File: src/rtl/shift_reg_pkg.sv
// Shared types and sizing helpers for the duplex shift register.
// Defining SHIFT_REG_PARITY_EN appends an even-parity slot to every frame.
package shift_reg_pkg;

    typedef enum logic {
        IDLE  = 1'b0,
        SHIFT = 1'b1
    } state_t;

`ifdef SHIFT_REG_PARITY_EN
    localparam int unsigned FRAME_EXTRA = 1;
`else
    localparam int unsigned FRAME_EXTRA = 0;
`endif

    function automatic int unsigned count_width(input int unsigned width);
        return $clog2(width + 2);
    endfunction

    function automatic int unsigned frame_len(input int unsigned width);
        return width + FRAME_EXTRA;
    endfunction

endpackage

File: src/rtl/shift_bit_counter.sv
// Loadable down-counter for frame bit positions; flags the final slot.
// Saturates at zero, so an idle counter never wraps.
module shift_bit_counter #(
    parameter int unsigned CW = 4
) (
    input  logic          clk,
    input  logic          reset,
    input  logic          enable,
    input  logic          load,
    input  logic [CW-1:0] load_value,
    output logic          last
);

    logic [CW-1:0] count;

    always_ff @(posedge clk) begin
        if (reset) begin
            count <= '0;
        end else if (enable) begin
            if (load) begin
                count <= load_value;
            end else if (count != '0) begin
                count <= count - CW'(1);
            end
        end
    end

    assign last = (count == CW'(1));

endmodule

File: src/rtl/shift_register_duplex.sv
// Parametrised full-duplex shift register with IDLE/SHIFT framing FSM.
// Optional SHIFT_REG_PARITY_EN adds an even-parity slot and parity_err output.
module shift_register_duplex
    import shift_reg_pkg::*;
#(
    parameter int unsigned WIDTH      = 8,
    parameter bit          MSB_FIRST  = 1'b1,
    parameter logic        IDLE_LEVEL = 1'b0
) (
    input  logic             clk,
    input  logic             reset,
    input  logic             enable,
    input  logic             wr_enable,
    input  logic [WIDTH-1:0] data_in,
    input  logic             serial_in,
    output logic             output_data,
    output logic [WIDTH-1:0] parallel_out,
    output logic             busy,
`ifdef SHIFT_REG_PARITY_EN
    output logic             parity_err,
`endif
    output logic             done
);

    localparam int unsigned FRAME_LEN = frame_len(WIDTH);
    localparam int unsigned CW        = count_width(WIDTH);

    state_t           state;
    logic [WIDTH-1:0] shift_reg;
    logic [WIDTH-1:0] shifted;
    logic             tx_bit;
    logic             last_bit;

    shift_bit_counter #(.CW(CW)) u_counter (
        .clk        (clk),
        .reset      (reset),
        .enable     (enable),
        .load       (wr_enable),
        .load_value (CW'(FRAME_LEN)),
        .last       (last_bit)
    );

    // The received bit enters at the end that was just vacated by the transmitted bit.
    assign shifted = MSB_FIRST ? {shift_reg[WIDTH-2:0], serial_in}
                               : {serial_in, shift_reg[WIDTH-1:1]};
    assign tx_bit  = MSB_FIRST ? shift_reg[WIDTH-1] : shift_reg[0];
    assign busy    = (state == SHIFT);

`ifdef SHIFT_REG_PARITY_EN
    logic tx_parity;
    assign output_data = (state == SHIFT) ? (last_bit ? tx_parity : tx_bit) : IDLE_LEVEL;
`else
    assign output_data = (state == SHIFT) ? tx_bit : IDLE_LEVEL;
`endif

    // NOTE: every register here is assigned with <= so all of them update from
    // the same pre-edge values; blocking = would leak new values into later lines.
    always_ff @(posedge clk) begin
        if (reset) begin
            state        <= IDLE;
            shift_reg    <= '0;
            parallel_out <= '0;
            done         <= 1'b0;
`ifdef SHIFT_REG_PARITY_EN
            tx_parity    <= 1'b0;
            parity_err   <= 1'b0;
`endif
        end else begin
            done <= 1'b0;
            if (enable) begin
                if (wr_enable) begin
                    // A load in SHIFT aborts the frame: no done, parallel_out kept.
                    shift_reg <= data_in;
                    state     <= SHIFT;
`ifdef SHIFT_REG_PARITY_EN
                    tx_parity <= ^data_in;
`endif
                end else if (state == SHIFT) begin
                    if (last_bit) begin
                        state <= IDLE;
                        done  <= 1'b1;
`ifdef SHIFT_REG_PARITY_EN
                        // Parity slot: the data word is already complete, no shift.
                        parallel_out <= shift_reg;
                        parity_err   <= serial_in ^ (^shift_reg);
`else
                        shift_reg    <= shifted;
                        parallel_out <= shifted;
`endif
                    end else begin
                        shift_reg <= shifted;
                    end
                end
            end
        end
    end

endmodule

File: config.mk
export PLATFORM = sky130hd
export DESIGN_NAME = shift_register_duplex
export DESIGN_NICKNAME = d
export VERILOG_FILES = /design/src/rtl/shift_reg_pkg.sv /design/src/rtl/shift_bit_counter.sv /design/src/rtl/shift_register_duplex.sv
export SDC_FILE = /design/constraint.sdc
export NUM_CORES = 1
export LEC_CHECK = 0
export ABC_AREA = 1
export BUFFER_PORTS_ARGS = -buffer_cell sky130_fd_sc_hd__buf_2
export CORE_MARGIN = 8
export CORE_UTILIZATION = 53
export DETAILED_ROUTE_END_ITERATION = 8
export GPL_TIMING_DRIVEN = 0
export PLACE_DENSITY_LB_ADDON = 0.05
export SYNTH_ARGS = -nofsm -noshare
export SYNTH_HDL_FRONTEND = slang
export SYNTH_HIERARCHICAL = 1
export SYNTH_SLANG_ARGS = --single-unit
File: constraint.sdc
create_clock -name clk -period 1.9 [get_ports clk]
set_clock_uncertainty 0.05 [all_clocks]
set_input_delay 0.095 -clock clk [delete_from_list [all_inputs] [get_ports clk]]
set_output_delay 0.095 -clock clk [all_outputs]
set_load 0.02 [all_outputs]
==> impl_metrics.env, run 1 <==
export IMPL_diodes=0
export IMPL_vias=1081
export IMPL_cts_clk_slew_worst_paths_ns=0.12
export IMPL_finalInstanceArea_mm2=0.00134
export IMPL_ant_nets=0
export IMPL_crit_fanout=8
export IMPL_cts_tree="built"
export IMPL_fin_ws_ns=0.387
export IMPL_netlist_area_mm2=0.00114
export IMPL_cts_made_buffers=3
export IMPL_pin_count=24
export IMPL_clkSinkCount=22
export IMPL_drc_errors=0
export IMPL_initial_core_util_pct=56.8
export IMPL_antenna_found_initial=0
export IMPL_gr_usage_all_layers_pct=12.3
export IMPL_area_delta_synth_final_pct=17.8
export IMPL_fin_nets=223
export IMPL_fin_crit_sh_pct=79.6
export IMPL_netlist_instances=176
export IMPL_drt_initial_drc_count=25
export IMPL_num_rows=16
export IMPL_cts_max_level=1
export IMPL_post_cts_buffers=0
export IMPL_arrival_ns=1.68
export IMPL_vdd_drop_max_uv=661
export IMPL_seq_area_um2=440
export IMPL_post_cts_resized=0
export IMPL_gp_congestion=0.794
export IMPL_placed_area_mm2=0.00129
export IMPL_grt_pass1_vias=987
export IMPL_critical_path_class="reg2reg"
export IMPL_startpoint_type="flop"
export IMPL_die_area_mm2=0.00388
export IMPL_routed_wl_um=2350
export IMPL_power_total_uw=950
export IMPL_maxCapViolCount=0
export IMPL_wl_per_cell_um=10.1
export IMPL_hold_buffers=1
export IMPL_utilization_pct=66.9
export IMPL_period_needed_ns=1.51
export IMPL_root_buffer="clkbuf_4"
export IMPL_setup_viol=0
export IMPL_fill_cells=205
export IMPL_hold_viol=0
export IMPL_vias_per_cell=4.64
export IMPL_drive_gt1_share_pct=18.4
export IMPL_synth_cell_type_count=21
export IMPL_yosysSeqAreaShare_pct=38.7
export IMPL_clock_latency_ns=0.31
export IMPL_power_density_mw_per_mm2=709
export IMPL_status="finished clean"
export IMPL_hpwl_um=1830
export IMPL_max_freq_mhz=661
export IMPL_syn_avg_cell_area_um2=6.46
export IMPL_place_port_buffers=23
export IMPL_hp_class="in2reg"
export IMPL_drv_slew=0
export IMPL_grt_start_max_net_pins=13
export IMPL_finalSetupTns_ns=0
export IMPL_p_leak_nw=0.697
export IMPL_grt_overflow_total=0
export IMPL_rsz0062_at_grt="no"
export IMPL_clock_path_buffers=2
export IMPL_grt_pass1_wl_um=4140
export IMPL_multi_input_area_um2=583
export IMPL_core_area_mm2=0.00200
export IMPL_critPathRequiredTime_ns=2.07
export IMPL_first_pass_iters=4
export IMPL_die_w_um=62.3
export IMPL_synth_ff_latch_count=22
export IMPL_dp_slack_ns=0.400
export IMPL_crit_path_end_kind="flop"
export IMPL_die_h_um=62.3
export IMPL_ys_warn_count=6
==> metal layers <==
layer / share of wire, % / vias up / track usage, %
met5: 0 / - / 0
li1: - / 591 / -
met3: 6.5 / 2 / 5.73
met4: 0.30 / 0 / 2.56
met1: 51 / 465 / 14.6
met2: 43 / 23 / 19.8
==> layout by cell type, fill, tap and decap left out, types with 2 or more instances in the layout <==
| cell type | netlist | layout |
|---|---|---|
| nor2_2 | 2 | 2 |
| nor2_1 | 36 | 36 |
| nand3_1 | 12 | 12 |
| buf_2 | 1 | 24 |
| nand2_2 | 2 | 2 |
| inv_1 | 22 | 22 |
| dfxtp_1 | 22 | 22 |
| conb_1 | 2 | 4 |
| ha_1 | 3 | 3 |
| nand2_1 | 47 | 47 |
| buf_6 | 2 | 2 |
| o21ai_0 | 13 | 13 |
| clkbuf_4 | 0 | 3 |
| a21oi_1 | 4 | 4 |
==> worst paths after layout <==
| kind | startpoint | end | slack [ns] | depth (start not counted) |
|---|---|---|---|---|
| max reg2reg | u_counter/count[1] | parallel_out[2] | 0.39 | 8 |
| min | data_in[7] | shift_reg[7] | 0.06 | 5 |
| max | u_counter/count[1] | parallel_out[2] | 0.39 | 8 |
| min reg2reg | parallel_out[0] | parallel_out[0] | 0.44 | 2 |
==> power breakdown <==
part           switching, mW  internal [mW]  total, mW
Sequential            0.0158          0.487      0.503
Clock                  0.142          0.117      0.259
Combinational          0.117         0.0709      0.188
==> layout make-up <==
class / count / area share [%]
clock buffer: 4 / 2.71
inverter: 24 / 6.72
timing repair buffer: 24 / 9.34
buffer: 4 / 2.33
sequential: 22 / 32.9
tap: 27 / 2.52
multi-input combinational: 128 / 43.5
==> synth_stat cells <==
cell type  count  area (µm²)
nor2_2         2        12.5
a21oi_1        4        20.0
dfxtp_1       22         440
nand2_2        2        12.5
clkbuf_1       1        3.75
nand2_1       47         176
conb_1         2        7.51
nor3_1         1        5.00
ha_1           3        37.5
nor2_4         1        11.3
inv_1         22        82.6
buf_6          2        22.5
nor3b_1        1        7.51
nand3_1       12        60.1
clkinv_1       1        3.75
inv_2          1        3.75
o21ai_4        1        16.3
o21ai_0       13        65.1
a21oi_2        1        8.76
nor2_1        36         135
buf_2          1        5.00
==> through the flow <==
step / hold slack (ns) / std cells
after floorplan: 0.107 / 178
after global placement: 0.279 / 228
after detailed placement: 0.286 / 228
after CTS: 0.0581 / 233
after global routing: 0.0701 / 233
final: 0.0584 / 233
==> cell families after synthesis <==
| group | count (synthesis) | synth area share [%] |
|---|---|---|
| other | 2 | 0.660 |
| DFF | 22 | 38.7 |
| and+or+nand+nor | 102 | 37.0 |
| buffers and inverters | 28 | 10.7 |
| AOI/OAI and AO/OA | 19 | 9.68 |
| adders and majority gates | 3 | 3.30 |
==> critical path: stages (launching register included) <==
cell     delay (ns)
dfxtp_1        0.33
inv_1          0.11
ha_1           0.16
nor3b_1        0.28
nand2_2        0.14
inv_2          0.14
nand3_1        0.09
nand2_1        0.09
nor2_1         0.04
Note: power is estimated with default switching activity, not from simulation.
==> inputs of run 2 (changes only) <==
- clock period: 1.9 -> 1.45 ns (I/O delays scaled with it)
==> impl_metrics.env, run 2 (same netlist as run 1, synthesis figures left out) <==
export IMPL_critPathRequiredTime_ns=1.65
export IMPL_fin_ws_ns=0.111
export IMPL_critPathMaxStageDelay_ns=0.39
export IMPL_critical_path_class="reg2reg"
export IMPL_pin_count=24
export IMPL_gp_congestion=0.794
export IMPL_hp_class="in2reg"
export IMPL_drive_gt1_share_pct=22.7
export IMPL_startpoint_type="flop"
export IMPL_p_switching_uw=371
export IMPL_switching_share_pct=29.3
export IMPL_r2r_cells=9
export IMPL_timing_reg2reg_setup_slack_ns=0.11
export IMPL_gr_usage_all_layers_pct=12.3
export IMPL_vias=1095
export IMPL_cts_clk_slew_worst_paths_ns=0.12
export IMPL_power_total_mw=1.27
export IMPL_drc_errors=0
export IMPL_finalInstanceArea_mm2=0.00139
export IMPL_clock_latency_ns=0.31
export IMPL_arrival_ns=1.54
export IMPL_clock_path_buffers=2
export IMPL_grt_overflow_total=0
export IMPL_cts_made_buffers=3
export IMPL_grt_start_max_net_pins=13
export IMPL_finalSetupTns_ns=0
export IMPL_slowest_stage="dfxtp_4"
export IMPL_internal_power_uw=895
export IMPL_drv_slew=0
export IMPL_worstReg2RegEnd="u_counter/count[3]"
export IMPL_routed_wl_um=2440
export IMPL_worst_path_stages=9
export IMPL_power_density_mw_per_mm2=913
export IMPL_p_leak_nw=0.713
export IMPL_period_needed_ns=1.34
export IMPL_seq_area_um2=445
export IMPL_setup_viol=0
export IMPL_area_delta_synth_final_pct=21.9
export IMPL_critPathLaunch="u_counter/count[0]"
export IMPL_first_pass_iters=4
export IMPL_antenna_found_initial=0
export IMPL_core_area_mm2=0.00200
export IMPL_die_area_mm2=0.00388
export IMPL_maxCapViolCount=0
export IMPL_num_rows=16
export IMPL_pwr_share_comb_pct=20.7
export IMPL_dp_slack_ns=-0.0496
export IMPL_root_buffer="clkbuf_4"
export IMPL_cts_tree="built"
export IMPL_hold_path_end="shift_reg[7]"
export IMPL_hpwl_um=1830
export IMPL_fin_crit_sh_pct=92.4
export IMPL_status="finished clean"
export IMPL_fill_cells=192
export IMPL_cp_num_buf_inv=2
export IMPL_crit_path_end_kind="flop"
export IMPL_initial_core_util_pct=56.8
export IMPL_wl_per_cell_um=10.4
export IMPL_vdd_drop_max_uv=869
export IMPL_cts_max_level=1
export IMPL_multi_input_area_um2=614
export IMPL_vias_per_cell=4.68
export IMPL_min_from="data_in[7]"
export IMPL_r2r_start="u_counter/count[0]"
export IMPL_die_h_um=62.3
export IMPL_max_freq_mhz=747
export IMPL_final_cell_mix="nand2_1, nor2_1, buf_2, inv_1, dfxtp_1"
export IMPL_worstHoldPathCells=5
export IMPL_crit_fanout=5
export IMPL_die_w_um=62.3
export IMPL_clkSinkCount=22
export IMPL_place_port_buffers=23
export IMPL_fin_nets=224
export IMPL_drt_initial_drc_count=26
export IMPL_placed_area_mm2=0.00129
export IMPL_grt_pass1_wl_um=4140
export IMPL_p_seq_share_pct=52.5
export IMPL_critPathTopFamily="flip-flops"
export IMPL_pwr_share_clk_pct=26.7
export IMPL_ant_nets=0
export IMPL_grt_pass1_vias=987
export IMPL_hold_viol=0
export IMPL_crit_chain="inv_1 > ha_1 > inv_1 > nor2_1 > nand2_1 > nand2_2 > nor2_2 > nand2_1 > a21oi_2"
export IMPL_diodes=0
export IMPL_mostFrequentLayoutCell="nand2_1"
## run 2: timing repair
| item | 4_1_cts | 5_1_grt |
|---|---|---|
| hold buffers | 1 | 0 |
| hold endpoints to repair | 3 | 0 |
| endpoints found under the setup margin | 8 | 10 |
| gates resized for setup | 1 | 12 |
| buffers inserted | 0 | 1 |
| pin swaps | 0 | 11 |
## run 2: worst max path at each step
stage,end
2_1_floorplan,parallel_out[7]
3_3_place_gp,parallel_out[3]
3_5_place_dp,parallel_out[2]
4_1_cts,parallel_out[2]
5_1_grt,parallel_out[7]
6_report,u_counter/count[3]
## run 2: worst register-to-register path, delay by kind of cell (launching register included)
kind / cells / cell delay [ns]
DFF: 1 / 0.39
and+or+nand+nor: 5 / 0.36
adders and majority gates: 1 / 0.21
buffers and inverters: 2 / 0.16
AOI/OAI and AO/OA: 1 / 0.11
## run 2: power by group through the flow
stage | Combinational (mW) | Sequential, mW | Clock, mW
floorplan | 0.173 | 0.675 | 0
global placement | 0.235 | 0.672 | 0
detailed placement | 0.244 | 0.673 | 0
CTS | 0.248 | 0.660 | 0.344
global route | 0.300 | 0.669 | 0.372
finish | 0.262 | 0.665 | 0.338
## run 2: through the flow
step	hold slack [ns]	std cells	util [%]
floorplan	0.0849	178	-
global placement	0.257	228	64.6
detailed placement	0.264	228	64.6
CTS	0.0356	233	67.2
global route	0.0476	234	69.3
finish	0.0367	234	69.3
## run 2: per-layer routing
metal / vias up / track usage (%) / part of all wire [%]
met2: 25 / 19.8 / 44
met5: - / 0 / 0
met4: 0 / 2.56 / 0.29
met3: 2 / 5.73 / 6.9
met1: 476 / 14.6 / 49
li1: 592 / - / -
## run 2: final cells by class
| cell class | count | area share, % |
|---|---|---|
| multi-input combinational | 128 | 44.3 |
| sequential | 22 | 32.1 |
| timing repair buffer | 25 | 9.57 |
| inverter | 24 | 6.68 |
| clock buffer | 4 | 2.62 |
| tap | 27 | 2.44 |
| buffer | 4 | 2.26 |
